`src/rtl/mitchell_seq_ctrl.sv`:
```
// Sequential Mitchell logarithmic multiplier: one shared leading-one encoder
// walks a then b, then K/F are summed and the approximate product is formed.
module mitchell_seq_ctrl #(
  parameter int W = 8
) (
  input  logic           clk,
  input  logic           rst,
  input  logic           in_valid,
  output logic           in_ready,
  input  logic [W-1:0]   a,
  input  logic [W-1:0]   b,
  output logic           out_valid,
  input  logic           out_ready,
  output logic [2*W-1:0] p,
  output logic           busy
);

  localparam int KW = (W > 1) ? $clog2(W) : 1;
  localparam int PW = 3 * W;

  typedef enum logic [2:0] {IDLE, ENC_A, ENC_B, SUM, OUT} state_t;

  state_t          state;
  logic [W-1:0]    a_r, b_r;
  logic            zero_r;
  logic [KW-1:0]   ka, kb;
  logic [W-2:0]    xa, xb;
  logic [KW:0]     k_sum;
  logic [W-1:0]    f_sum;

  logic [W-1:0]    enc_in;
  logic [KW-1:0]   enc_k;
  logic [KW-1:0]   sh_amt;
  logic [W-2:0]    enc_frac;
  logic [PW-1:0]   wide;
  logic [2*W-1:0]  prod;

  // The single priority encoder, fed by whichever operand is being encoded.
  always_comb begin
    enc_in = (state == ENC_B) ? b_r : a_r;
    enc_k  = '0;
    for (int unsigned i = 0; i < W; i++) begin
      if (enc_in[i]) enc_k = KW'(i);
    end
    sh_amt   = KW'(W - 1) - enc_k;
    enc_frac = (W-1)'(enc_in << sh_amt);
  end

  always_comb begin
    if (!f_sum[W-1])
      wide = (PW'(f_sum) + (PW'(1) << (W - 1))) << k_sum;
    else
      wide = PW'(f_sum) << (k_sum + (KW+1)'(1));
    prod = (2*W)'(wide >> (W - 1));
  end

  assign in_ready = (state == IDLE);
  assign busy     = (state != IDLE);

  // OUT spends its first cycle registering the product, which is what makes
  // the transfer-to-out_valid latency four edges; handshake waits for out_valid.
  always_ff @(posedge clk) begin
    if (rst) begin
      state     <= IDLE;
      a_r       <= '0;
      b_r       <= '0;
      zero_r    <= 1'b0;
      ka        <= '0;
      kb        <= '0;
      xa        <= '0;
      xb        <= '0;
      k_sum     <= '0;
      f_sum     <= '0;
      p         <= '0;
      out_valid <= 1'b0;
    end else begin
      case (state)
        IDLE: begin
          if (in_valid) begin
            a_r    <= a;
            b_r    <= b;
            zero_r <= (a == '0) || (b == '0);
            state  <= ENC_A;
          end
        end
        ENC_A: begin
          ka    <= enc_k;
          xa    <= enc_frac;
          state <= ENC_B;
        end
        ENC_B: begin
          kb    <= enc_k;
          xb    <= enc_frac;
          state <= SUM;
        end
        SUM: begin
          k_sum <= {1'b0, ka} + {1'b0, kb};
          f_sum <= {1'b0, xa} + {1'b0, xb};
          state <= OUT;
        end
        OUT: begin
          if (!out_valid) begin
            p         <= zero_r ? '0 : prod;
            out_valid <= 1'b1;
          end else if (out_ready) begin
            out_valid <= 1'b0;
            state     <= IDLE;
          end
        end
        default: state <= IDLE;
      endcase
    end
  end

endmodule
```
`config.mk`:
```
export PLATFORM = sky130hd
export DESIGN_NAME = mitchell_seq_ctrl
export DESIGN_NICKNAME = d
export VERILOG_FILES = /design/src/rtl/mitchell_seq_ctrl.sv
export SDC_FILE = /design/constraint.sdc
export NUM_CORES = 1
export LEC_CHECK = 0
export BUFFER_PORTS_ARGS = -buffer_cell sky130_fd_sc_hd__buf_4
export CAP_MARGIN = 20
export CELL_PAD_IN_SITES_DETAIL_PLACEMENT = 2
export CELL_PAD_IN_SITES_GLOBAL_PLACEMENT = 2
export CORE_MARGIN = 2
export CORE_UTILIZATION = 38
export DETAILED_ROUTE_END_ITERATION = 10
export GPL_TIMING_DRIVEN = 0
export PLACE_DENSITY_LB_ADDON = 0.1
export SYNTH_ARGS = -nofsm -noshare
export SYNTH_HDL_FRONTEND = slang
export SYNTH_SLANG_ARGS = --single-unit
```
`constraint.sdc`:
```
create_clock -name clk -period 3.7 [get_ports clk]
set_input_delay 0 -clock clk [delete_from_list [all_inputs] [get_ports clk]]
set_output_delay 0 -clock clk [all_outputs]
set_load 0.01 [all_outputs]
```
# Word-level counts from Yosys, hierarchy flattened
# Index checks and enable logic that the tools add are counted.
# op_classes
addsub	5
mul	0
n_div	0
n_lt_le_gt_ge	0
eq_ne	7
shift	3
mux	16
bitwise_logic	1
n_reduce_logical	8
# ops
cell	n
2-to-1 mux 3 bit	8
2-to-1 mux 23 bit	1
<< shifter 8 x 4 -> 23 bit	1
<< shifter 9 x 4 -> 23 bit	1
logical NOT 8 bit	2
2-to-1 mux 16 bit	1
one-hot mux 3 bit (5 select lines)	1
adder 8 x 8 -> 9 bit (second input constant)	1
adder 7 x 7 -> 8 bit	1
2-to-1 mux 8 bit	1
<< shifter 8 x 3 -> 7 bit	1
== test 3 x 2 -> 1 bit (second input constant)	2
inequality test 2 bit (second input constant)	3
adder 3 x 3 -> 4 bit	1
adder 4 x 1 -> 4 bit (second input constant)	1
AND reduction 2 bit	2
== test 3 x 1 -> 1 bit (second input constant)	1
== test 3 bit (second input constant)	1
logical NOT 3 bit	1
2-to-1 mux 1 bit	3
AND reduction 3 bit	1
nonzero test 3 bit	1
subtractor 3 bit (first input constant)	1
2-to-1 mux 2 bit	1
other kinds (2)	2
# word_totals
reg_bits	69
latchBits	0
ramBits	0
rom_bits	0
in_bits	20
out_inout_bits	19
n_memories	0

# Longest topological paths before layout
# Gate-level depths: netlist of the first run.
# logic_depth
word_depth	11
ltp_mapped	10
mapped_depth_nobuf	9

# Least setup slack after synthesis of the first run
# Ideal clock, no wire load.
# synth_path
kind	reg2reg
from	register k_sum[0]
to	register p[7]
arrival_time_ns	2.055
setup_slack_ns	1.527
stages_incl_launch_ff	10
period_less_slack_ns	2.173
path_cell_list	dfxtp_1 -> clkbuf_2 -> buf_2 -> clkinv_1 -> ha_1 -> nand2b_1 -> nor2_1 -> a21o_1 -> a221o_1 -> a32o_1
# synth_via
elab_chain_cells	4
elab_cells_between_ends	5
cone_classes	add/sub: 1; shift: 2; mux: 2
# synth_rtl
item	line_no	text
from (decl)	28	logic [KW:0] k_sum;
from (signal assigned)	97	k_sum <= {1'b0, ka} + {1'b0, kb};
adder 4 x 1 -> 4 bit	53	wide = PW'(f_sum) << (k_sum + (KW+1)'(1));
<< shifter 8 x 4 -> 23 bit	53	
2-to-1 mux 23 bit (*)	50	if (!f_sum[W-1])
2-to-1 mux 16 bit (*)	103	p <= zero_r ? '0 : prod;
to (signal assigned)	103	
to (decl)	14	output logic [2*W-1:0] p,
# Mark *: on every way between the ends. The rest lies on a longest branch, timed or not.
# A chain may end at the register's enable or synchronous reset.

# Worst setup path in the final report of the first run
# layout_path
from	register k_sum[0]
to	register p[1]
# The elaborated chain is that of the path after synthesis.

==> results of run 1 <==
==> logic make-up (layout without fill, tap and decap cells) <==
group | count (synthesis) | in the layout | share of synthesized area
flip-flops | 69 | 69 | 0.314
XOR/XNOR | 6 | 6 | 0.0119
adder cells (fa/ha/maj) | 15 | 15 | 0.0460
other | 0 | 1 | 0
AO/OA/AOI/OAI | 151 | 151 | 0.228
multiplexers | 43 | 43 | 0.107
buffers and inverters | 57 | 130 | 0.0531
AND/OR/NAND/NOR | 220 | 220 | 0.240
==> power groups by stage <==
stage          sequential (uW)  combinational, uW  clock (uW)
3_3_place_gp               827                350           0
2_1_floorplan              814                250           0
3_5_place_dp               829                364           0
4_1_cts                    813                388        1050
6_report                   816                410        1060
5_1_grt                    819                441        1090
==> critical path: cells and delay by family, from the launching register on <==
family	cells	cell delay [ns]
fa+ha+maj	1	0.37
buf+inv	3	0.66
mux	1	0.15
compound gates	3	0.73
simple gates	2	0.28
flops	1	0.36
==> sequential cells by signal (all words and copies together), names as in the netlist <==
| name | count |
|---|---|
| b_r | 8 |
| a_r | 8 |
| p | 16 |
| xb | 7 |
| state | 3 |
| out_valid | 1 |
| xa | 7 |
| k_sum | 4 |
| zero_r | 1 |
| ka | 3 |
| kb | 3 |
| f_sum | 8 |
==> synth_stat cells (2+ instances only) <==
| cell | number |
|---|---|
| nand2_1 | 78 |
| dfxtp_1 | 69 |
| a21oi_1 | 52 |
| nor2_1 | 50 |
| mux2i_1 | 37 |
| clkbuf_1 | 28 |
| o21ai_0 | 19 |
| nor2b_1 | 16 |
| nand3_1 | 14 |
| ha_1 | 13 |
| inv_1 | 13 |
| nor3_1 | 12 |
| nand2b_1 | 10 |
| a211oi_1 | 9 |
| buf_2 | 9 |
| nand3b_1 | 9 |
| a22oi_1 | 7 |
| a31oi_1 | 7 |
| nor4_1 | 7 |
| o31ai_1 | 7 |
| a21o_1 | 5 |
| a32oi_1 | 5 |
| and2_1 | 5 |
| and3_1 | 5 |
| o22ai_1 | 5 |
| xnor2_1 | 5 |
| a32o_1 | 4 |
| o21a_1 | 4 |
| a221o_1 | 3 |
| buf_1 | 3 |
| mux2_2 | 3 |
| mux4_2 | 3 |
| nand4_1 | 3 |
| nor3b_1 | 3 |
| o32ai_1 | 3 |
| a2bb2oi_1 | 2 |
| a311oi_1 | 2 |
| a41o_1 | 2 |
| clkinv_1 | 2 |
| fa_1 | 2 |
| o311ai_0 | 2 |
| or4_1 | 2 |
==> per-layer routing <==
layer  GRT usage  vias up  share of wire
met3      0.0528       49          0.033
met5           0        -              0
met4       0.152        0          0.041
met1       0.331     2363           0.39
li1            -     2163              -
met2       0.565      117           0.53
==> area by class of cell <==
| cell class | count | share of cell area |
|---|---|---|
| Tap cell | 143 | 0.0331 |
| Multi-Input combinational cell | 435 | 0.515 |
| Buffer | 42 | 0.0328 |
| Clock buffer | 10 | 0.0442 |
| Inverter | 15 | 0.0104 |
| Timing Repair Buffer | 57 | 0.0879 |
| Sequential cell | 69 | 0.255 |
| Antenna cell | 1 | 0.000463 |
| Clock inverter | 6 | 0.0204 |
==> placed cells by master (no fill, tap or decap), types with 7 or more instances in the layout <==
cell type,synthesis,final
buf_2,9,9
inv_1,13,13
clkbuf_1,28,28
a211oi_1,9,9
nor2_1,50,50
o31ai_1,7,7
nand2_1,78,78
nand3b_1,9,9
mux2i_1,37,37
a22oi_1,7,7
a31oi_1,7,7
nand2b_1,10,10
dfxtp_1,69,69
o21ai_0,19,19
ha_1,13,13
clkbuf_16,0,9
nand3_1,14,14
a21oi_1,52,52
nor2b_1,16,16
dlygate4sd3_1,0,19
nor3_1,12,12
nor4_1,7,7
buf_4,0,38
==> path summary, 6_finish.rpt <==
| kind | cells after the start | slack [ns] | endpoint |
|---|---|---|---|
| max | 10 | 1.08 | p[1]$_SDFFE_PP0P_ |
| min | 4 | 0.45 | b_r[6]$_SDFFE_PP0P_ |
| min reg2reg | 2 | 0.47 | xb[0]$_SDFFE_PP0P_ |
| max reg2reg | 10 | 1.08 | p[1]$_SDFFE_PP0P_ |
==> stage by stage <==
stage	hold slack, ns	total power (uW)	cell area (sq um)	instances
detailed placement	0.269	1190	4870	742
finish	0.452	2280	5410	778
global placement	0.261	1180	4870	742
CTS	0.454	2250	5410	777
floorplan	0.136	1060	4400	561
global route	0.468	2340	5410	778
==> qor.txt, run 1 <==
Status - complete, no violations
Total CTS buffers - 9
Area Growth Syn to Fin - 22.8%
DR WL/cell - 24.0 um
Worst min-delay path class - primary input to flip-flop
EDFF count, synth - 0
CTS Hold Bufs - 19
Maxcap violations - 0
Die Wd - 112 um
Min-delay src - b[6]
Setup violators final - 0
Port Buffers - 38
DIE AREA - 12500 sq um
Syn_area_per_cell - 7.85 sq um
Final WL - 18.7 mm
Worst path slowest cell - ha_1
CP Data Arrival Time - 2.90 ns
Switching Share - 0.298
Dpl ws - 1.10 ns
Antenna Nets Post-Route - 0
Leakage power - 0.00207 uW
Final Util - 0.476
CTS tree - done
Clock network power share - 0.463
Multi-input logic area - 2790 sq um
Internal cell power - 1600 uW
Post-DP HPWL - 12.7 mm
Post-synthesis sequential area ratio - 0.314
Top cells by area, synth - dfxtp_1 (31%), mux2i_1 (8.4%), nand2_1 (6.6%)
Critical Path Max Stage Delay - 0.37 ns
Max Buffers Root-to-Sink - 2
Post-synth top area cell - dfxtp_1
Slew Viols, Final - 0
FF-to-FF Start - k_sum[0]$_SDFFE_PP0P_
Total global routing overflow - 0
FF+latch count, synth - 69
Vias per cell - 6.03
Clk Latency, worst-skew pair - 0.35 ns
Switching power - 679 uW
Max H-tree Level - 3
Final worst setup slack - 1.08 ns
Syn_nets - 596
Final #Nets - 664
Slew @ Worst Pin - 1.02 ns
Layout cells sized above 1 - 0.121
Root Buffer - clkbuf_16
Startpoint types - flip-flop
Clock transition at path regs - 0.07 ns
Die Ht - 112 um
Mapped Area - 4400 sq um
Pwr dens - 422 nW/um^2
Critical Path RT - 3.98 ns
Critical Path Sink Type - flip-flop
Fin crit period - 2.62 ns
First-pass GRT wire length - 29.5 mm
Max IR drop VDD - 0.000213 V
Vias - 4692
Crit path cell chain - clkbuf_2 > buf_2 > clkinv_1 > ha_1 > nor2b_1 > a31oi_1 > mux2i_1 > o21ai_0 > a32oi_1 > nor2_1
Core region area - 11400 sq um
Synth top area share - 0.314
Hold Vio Cnt, Final - 0
Initial Utilization - 0.387
DR iter-0 viols - 290
Reg area - 1380 sq um
Mapped Cells - 561
Clk sinks - 69
Ys Warns - 0
FMAX - 0.381 GHz
GPL Wtd Cong - 0.922
CP Launch Point - k_sum[0]$_SDFFE_PP0P_
Worst slew margin - 0.310
Unique cell type count in the Yosys netlist - 64
Io pins - 39
RSZ-0062 raised after global routing - no
GRT Util Overall - 0.304
DRC - 0
Total iterations of the first detailed-routing run - 4
Setup CP Type - flip-flop to flip-flop
Post-route setup TNS - 0 ns
Site Rows - 39
Vias in the first global route - 5245
Crit Path Max Fanout - 10
Sequential group share of total power - 0.357
Fillers - 1292
Logic pwr share - 0.179
Post-synth ARST share - 0
Main synth FF type - dfxtp_1
Largest net degree at the start of global routing - 13
Post-CTS sizing - 0
Post-CTS setup buffers - 0
Crit share post-route - 0.709
Initial antenna violation count - 1
Clock skew - 0.0123 ns
Power figures use the tool's default switching activity.
==> inputs of run 2 (changes only) <==
- CORE_UTILIZATION: 38 -> 32
- clock period: 3.7 -> 2.2 ns (I/O delays scaled with it)
==> run 2 against run 1 <==
  * Sequential cell count stayed put
  * Critical path depth decreased by 4
  * Sequential share of layout area down 0.82 points
  * Combinational power grew 77%
  * Sequential power rose by 69%
  * Clock skew shrank 0.0058 ns
  * Final area up 5.4%
  * Clock power increased by 26%
  * Critical path type unchanged
  * Largest power group is now registers
==> qor.txt, run 2 (synthesized netlist as in run 1, its figures left out) <==
Status - complete, no violations
Total iterations of the first detailed-routing run - 4
Hold Vio Cnt, Final - 0
Startpoint types - flip-flop
Max IR drop VDD - 0.000289 V
Final WL - 17.6 mm
Total global routing overflow - 0
Leakage power - 0.00215 uW
Vias - 4620
Site Rows - 42
Port Buffers - 38
Total CTS buffers - 9
Crit share post-route - 0.978
Root Buffer - clkbuf_16
Vias in the first global route - 4891
Slew Viols, Final - 0
DRC - 0
First-pass GRT wire length - 27.7 mm
Critical Path RT - 2.43 ns
Core region area - 13300 sq um
Hold Path Sink - b_r[4]$_SDFFE_PP0P_
Antenna Nets Post-Route - 0
Fin crit period - 2.15 ns
CP Data Arrival Time - 2.38 ns
CTS tree - done
Final Util - 0.427
Setup violators final - 0
DIE AREA - 14700 sq um
Clock transition at path regs - 0.06 ns
Clock skew - 0.00654 ns
Clk sinks - 69
Initial Utilization - 0.330
Slew @ Worst Pin - 0.764 ns
Clk Latency, worst-skew pair - 0.34 ns
RSZ-0062 raised after global routing - yes
Post-route setup TNS - 0 ns
Reg2Reg Capture Point - p[4]$_SDFFE_PP0P_
Maxcap violations - 0
Commonest cells after routing, fill and taps aside - nand2_1 (78), dfxtp_1 (59), a21oi_1 (52)
Min-delay src - b[4]
Worst hold path cell count - 4
FF-to-FF Start - f_sum[7]$_SDFFE_PP0P_
R2R cell count - 6
Hold_ws - 0.462 ns
Max Buffers Root-to-Sink - 2
Worst min-delay path class - primary input to flip-flop
Post-DP HPWL - 13.1 mm
Worst slew margin - 0.486
Largest net degree at the start of global routing - 12
GPL Wtd Cong - 0.904
Max H-tree Level - 3
Setup CP Type - flip-flop to flip-flop
Critical Path Sink Type - flip-flop
FMAX - 0.465 GHz
Vias per cell - 5.68
Most common cell after layout, fill and taps aside - nand2_1
Final #Nets - 667
Die Wd - 121 um
Biggest register - p
Crit Path Max Fanout - 8
Worst reg2reg setup slack - 0.05 ns
DR iter-0 viols - 177
Max reg flops - 16
Initial antenna violation count - 0
Layout cells sized above 1 - 0.206
Diode count - 0
Area Growth Syn to Fin - 29.5%
DR WL/cell - 21.6 um
Pwr dens - 605 nW/um^2
Die Ht - 121 um
Io pins - 39
GRT Util Overall - 0.247
-- run 2: changes by cell type in the layout (fill, tap and decap cells not counted), moves of 4 or more --
cell and delta:
dfxtp_4 +6, clkbuf_2 +5, buf_2 -5, dfxtp_2 +4, mux2i_1 -7, mux2i_2 +6, dfxtp_1 -10, buf_4 +11
clkbuf_1 -9
-- run 2: worst max path at each step --
| stage | startpoint | endpoint | slack, ns | depth (start not counted) |
|---|---|---|---|---|
| 6_report | f_sum[7]$_SDFFE_PP0P_ | p[4]$_SDFFE_PP0P_ | 0.05 | 6 |
| 5_1_grt | state[0]$_SDFFE_PP0P_ | xa[6]$_SDFFE_PP0P_ | -0.02 | 7 |
| 4_1_cts | k_sum[0]$_SDFFE_PP0P_ | p[5]$_SDFFE_PP0P_ | 0.001 | 8 |
| 3_5_place_dp | k_sum[0]$_SDFFE_PP0P_ | p[10]$_SDFFE_PP0P_ | -0.36 | 9 |
| 3_3_place_gp | k_sum[0]$_SDFFE_PP0P_ | p[10]$_SDFFE_PP0P_ | -0.32 | 9 |
| 2_1_floorplan | k_sum[0]$_SDFFE_PP0P_ | p[7]$_SDFFE_PP0P_ | 0.03 | 9 |
-- run 2: report_power, final --
part / internal (uW) / switching (uW)
clock: 756 / 581
sequential: 1300 / 81.4
combinational: 306 / 421
-- run 2: stage by stage --
| step | std cells | total power (uW) | setup WS, ns | area (sq um) |
|---|---|---|---|---|
| floorplan | 561 | 1790 | 0.0273 | 4400 |
| global placement | 775 | 1990 | -0.316 | 4910 |
| detailed placement | 775 | 2020 | -0.360 | 4910 |
| CTS | 808 | 3430 | 0.00147 | 5510 |
| global route | 813 | 3610 | -0.0160 | 5700 |
| finish | 813 | 3450 | 0.0481 | 5700 |
-- run 2: cell type report --
type	count	area, sq um
fill	1540	7650
multi-input combinational	435	3010
sequential	69	1410
timing repair buffer	66	543
clock buffer	11	233
tap	176	220
buffer	36	193
inverter	15	68.8
clock inverter	5	27.5
-- run 2: worst max-delay path, stage by stage (launching register included) --
cell	delay, ns
dfxtp_4	0.37
buf_4	0.17
clkinvlp_4	0.11
mux4_2	0.47
mux2_2	0.29
a221o_1	0.36
a32o_1	0.26
-- run 2: what timing repair did --
action | CTS | global route
hold buffers | 19 | 0
gates cloned | 0 | 0
pin swaps | 3 | 8
setup endpoints to repair | 26 | 30
buffers inserted | 2 | 7
hold endpoints to repair | 21 | 0
resized for setup | 48 | 40
-- run 2: routing by layer --
metal,wire length (um),part of all wire,track usage,vias to the layer above
li1,-,-,-,2175
met1,7430,0.42,0.294,2323
met2,9170,0.52,0.447,86
met3,427,0.024,0.0291,36
met4,572,0.033,0.105,0
met5,0,0,0,-
==> inputs of run 3 (changes only) <==
--- a/config.mk
+++ b/config.mk
@@ -14,5 +14,5 @@
 export DETAILED_ROUTE_END_ITERATION = 10
 export GPL_TIMING_DRIVEN = 0
-export PLACE_DENSITY_LB_ADDON = 0.1
+export PLACE_DENSITY_LB_ADDON = 0.12
 export SYNTH_ARGS = -nofsm -noshare
 export SYNTH_HDL_FRONTEND = slang
==> constraint.sdc (replaced) <==
create_clock -name clk -period 2.2 [get_ports clk]
set_input_delay 0.33 -clock clk [delete_from_list [all_inputs] [get_ports clk]]
set_output_delay 0.33 -clock clk [all_outputs]
set_load 0.01 [all_outputs]
==> run 3 against run 2 <==
  * Clock-buffer cell count unchanged
  * Final area down 5.3%
  * Routed wire length down 5.6%
  * Clock skew up 0.0030 ns
  * Worst setup slack worse by 0.0091 ns
  * Non-clock buffer count down 28
  * Cell count down 3.4%
  * Sequential power about the same
  * First-iteration DRC count up 47%
  * Utilization down 2.2 points
  * Largest power group is now the clock network
==> qor.txt, run 3 (synthesized netlist as in run 1, its figures left out) <==
Total CTS buffers - 9
M1 GR Usage - 0.281
Largest net degree at the start of global routing - 13
Port Buffers - 38
Post-route cell area - 5400 sq um
Total iterations of the first detailed-routing run - 4
RSZ-0062 raised after global routing - yes
Multi-input logic area - 2930 sq um
Total global routing overflow - 0
DIE AREA - 14700 sq um
Root Buffer - clkbuf_16
Most common cell after layout, fill and taps aside - nand2_1
Crit Path Max Fanout - 9
Critical Path RT - 2.40 ns
Status - complete, no violations
CTS Hold Bufs - 0
Clock skew - 0.00958 ns
Leakage power - 0.00203 uW
Slew Viols, Final - 0
Max Buffers Root-to-Sink - 2
Grt peak-use layer - met2
Vias per cell - 5.68
Io pins - 39
Fin crit period - 2.16 ns
Final #Nets - 639
First-pass GRT wire length - 26.2 mm
Post-route setup TNS - 0 ns
Max IR drop VDD - 0.000311 V
Core region area - 13300 sq um
Die Ht - 121 um
Clock transition at path regs - 0.06 ns
Final WL - 16.6 mm
Diode count - 0
Startpoint types - flip-flop
Placed Instance Area - 4910 sq um
DR WL/cell - 21.2 um
Initial Utilization - 0.330
Critical Path Sink Type - flip-flop
Tot Pwr - 3550 uW
GPL Wtd Cong - 0.901
GRT Util Overall - 0.235
Hold Vio Cnt, Final - 0
Pwr dens - 657 nW/um^2
CTS tree - done
Vias in the first global route - 4686
Slew @ Worst Pin - 0.711 ns
Reg area - 1400 sq um
Worst slew margin - 0.522
Worst min-delay path class - primary input to flip-flop
FMAX - 0.463 GHz
Vias - 4460
Setup violators final - 0
CP Data Arrival Time - 2.36 ns
Max reg flops - 16
Fillers - 1551
Site Rows - 42
Layout cells sized above 1 - 0.182
DR iter-0 viols - 260
GRT met2 Usage - 0.420
Crit share post-route - 0.982
Area Growth Syn to Fin - 22.6%
Clk Latency, worst-skew pair - 0.35 ns
Post-DP HPWL - 12.7 mm
Commonest cells after routing, fill and taps aside - nand2_1 (78), dfxtp_1 (60), a21oi_1 (52)
Initial antenna violation count - 0
Antenna Nets Post-Route - 0
Max H-tree Level - 3
Maxcap violations - 0
Die Wd - 121 um
Setup CP Type - flip-flop to flip-flop
Met3 Use GR - 0.0352
DRC - 0
Clk sinks - 69
Biggest register - p
Post-CTS setup buffers - 0
-- run 3: changes by cell type in the layout (fill, tap and decap cells not counted), moves of 3 or more --
cell           delta
clkbuf_8          +3
buf_4             -8
clkinv_2          -3
dlygate4sd3_1    -19
-- run 3: layout make-up --
cell class                      count  area share
Buffer                             36      0.0352
Clock buffer                       11      0.0468
Clock inverter                      5      0.0109
Inverter                           15      0.0120
Multi-Input combinational cell    435       0.542
Sequential cell                    69       0.260
Tap cell                          176      0.0408
Timing Repair Buffer               38      0.0528
-- run 3: final timing paths --
kind / start / end / slack (ns) / cells after the start
min reg2reg: xb[2]$_SDFFE_PP0P_ / xb[2]$_SDFFE_PP0P_ / 0.46 / 2
max: b_r[3]$_SDFFE_PP0P_ / xa[4]$_SDFFE_PP0P_ / 0.04 / 7
min: b[3] / b_r[3]$_SDFFE_PP0P_ / 0.23 / 3
max reg2reg: b_r[3]$_SDFFE_PP0P_ / xa[4]$_SDFFE_PP0P_ / 0.04 / 7
-- run 3: power by group --
part	total, uW	switching (uW)	internal [uW]
Clock	1530	593	939
Combinational	636	385	251
Sequential	1380	78.5	1300
-- run 3: stage by stage --
stage | std cells | utilization | hold slack [ns] | setup slack (ns)
2_1_floorplan | 561 | - | 0.436 | 0.0273
3_3_place_gp | 775 | 0.368 | 0.447 | -0.298
3_5_place_dp | 775 | 0.368 | 0.452 | -0.392
4_1_cts | 787 | 0.398 | 0.228 | 0.00647
5_1_grt | 785 | 0.405 | 0.238 | -0.0585
6_report | 785 | 0.405 | 0.228 | 0.0390
-- run 3: layer usage --
layer / wire length, um / share of wire
met1: 7290 / 0.44
met2: 8400 / 0.51
met3: 397 / 0.024
met4: 528 / 0.032
met5: 0 / 0
-- run 3: timing repair --
item / in CTS / in global routing
setup endpoints to repair: 28 / 33
pin swaps: 2 / 4
resized for setup: 32 / 36
gates cloned: 0 / 0
-- run 3: critical path: stages, from the launching register on --
cell and delay, ns:
dfxtp_2 0.35, nor2b_1 0.13, or4_4 0.48, a32o_1 0.27, buf_6 0.15, mux2i_1 0.14
a221oi_2 0.35, a211oi_1 0.13
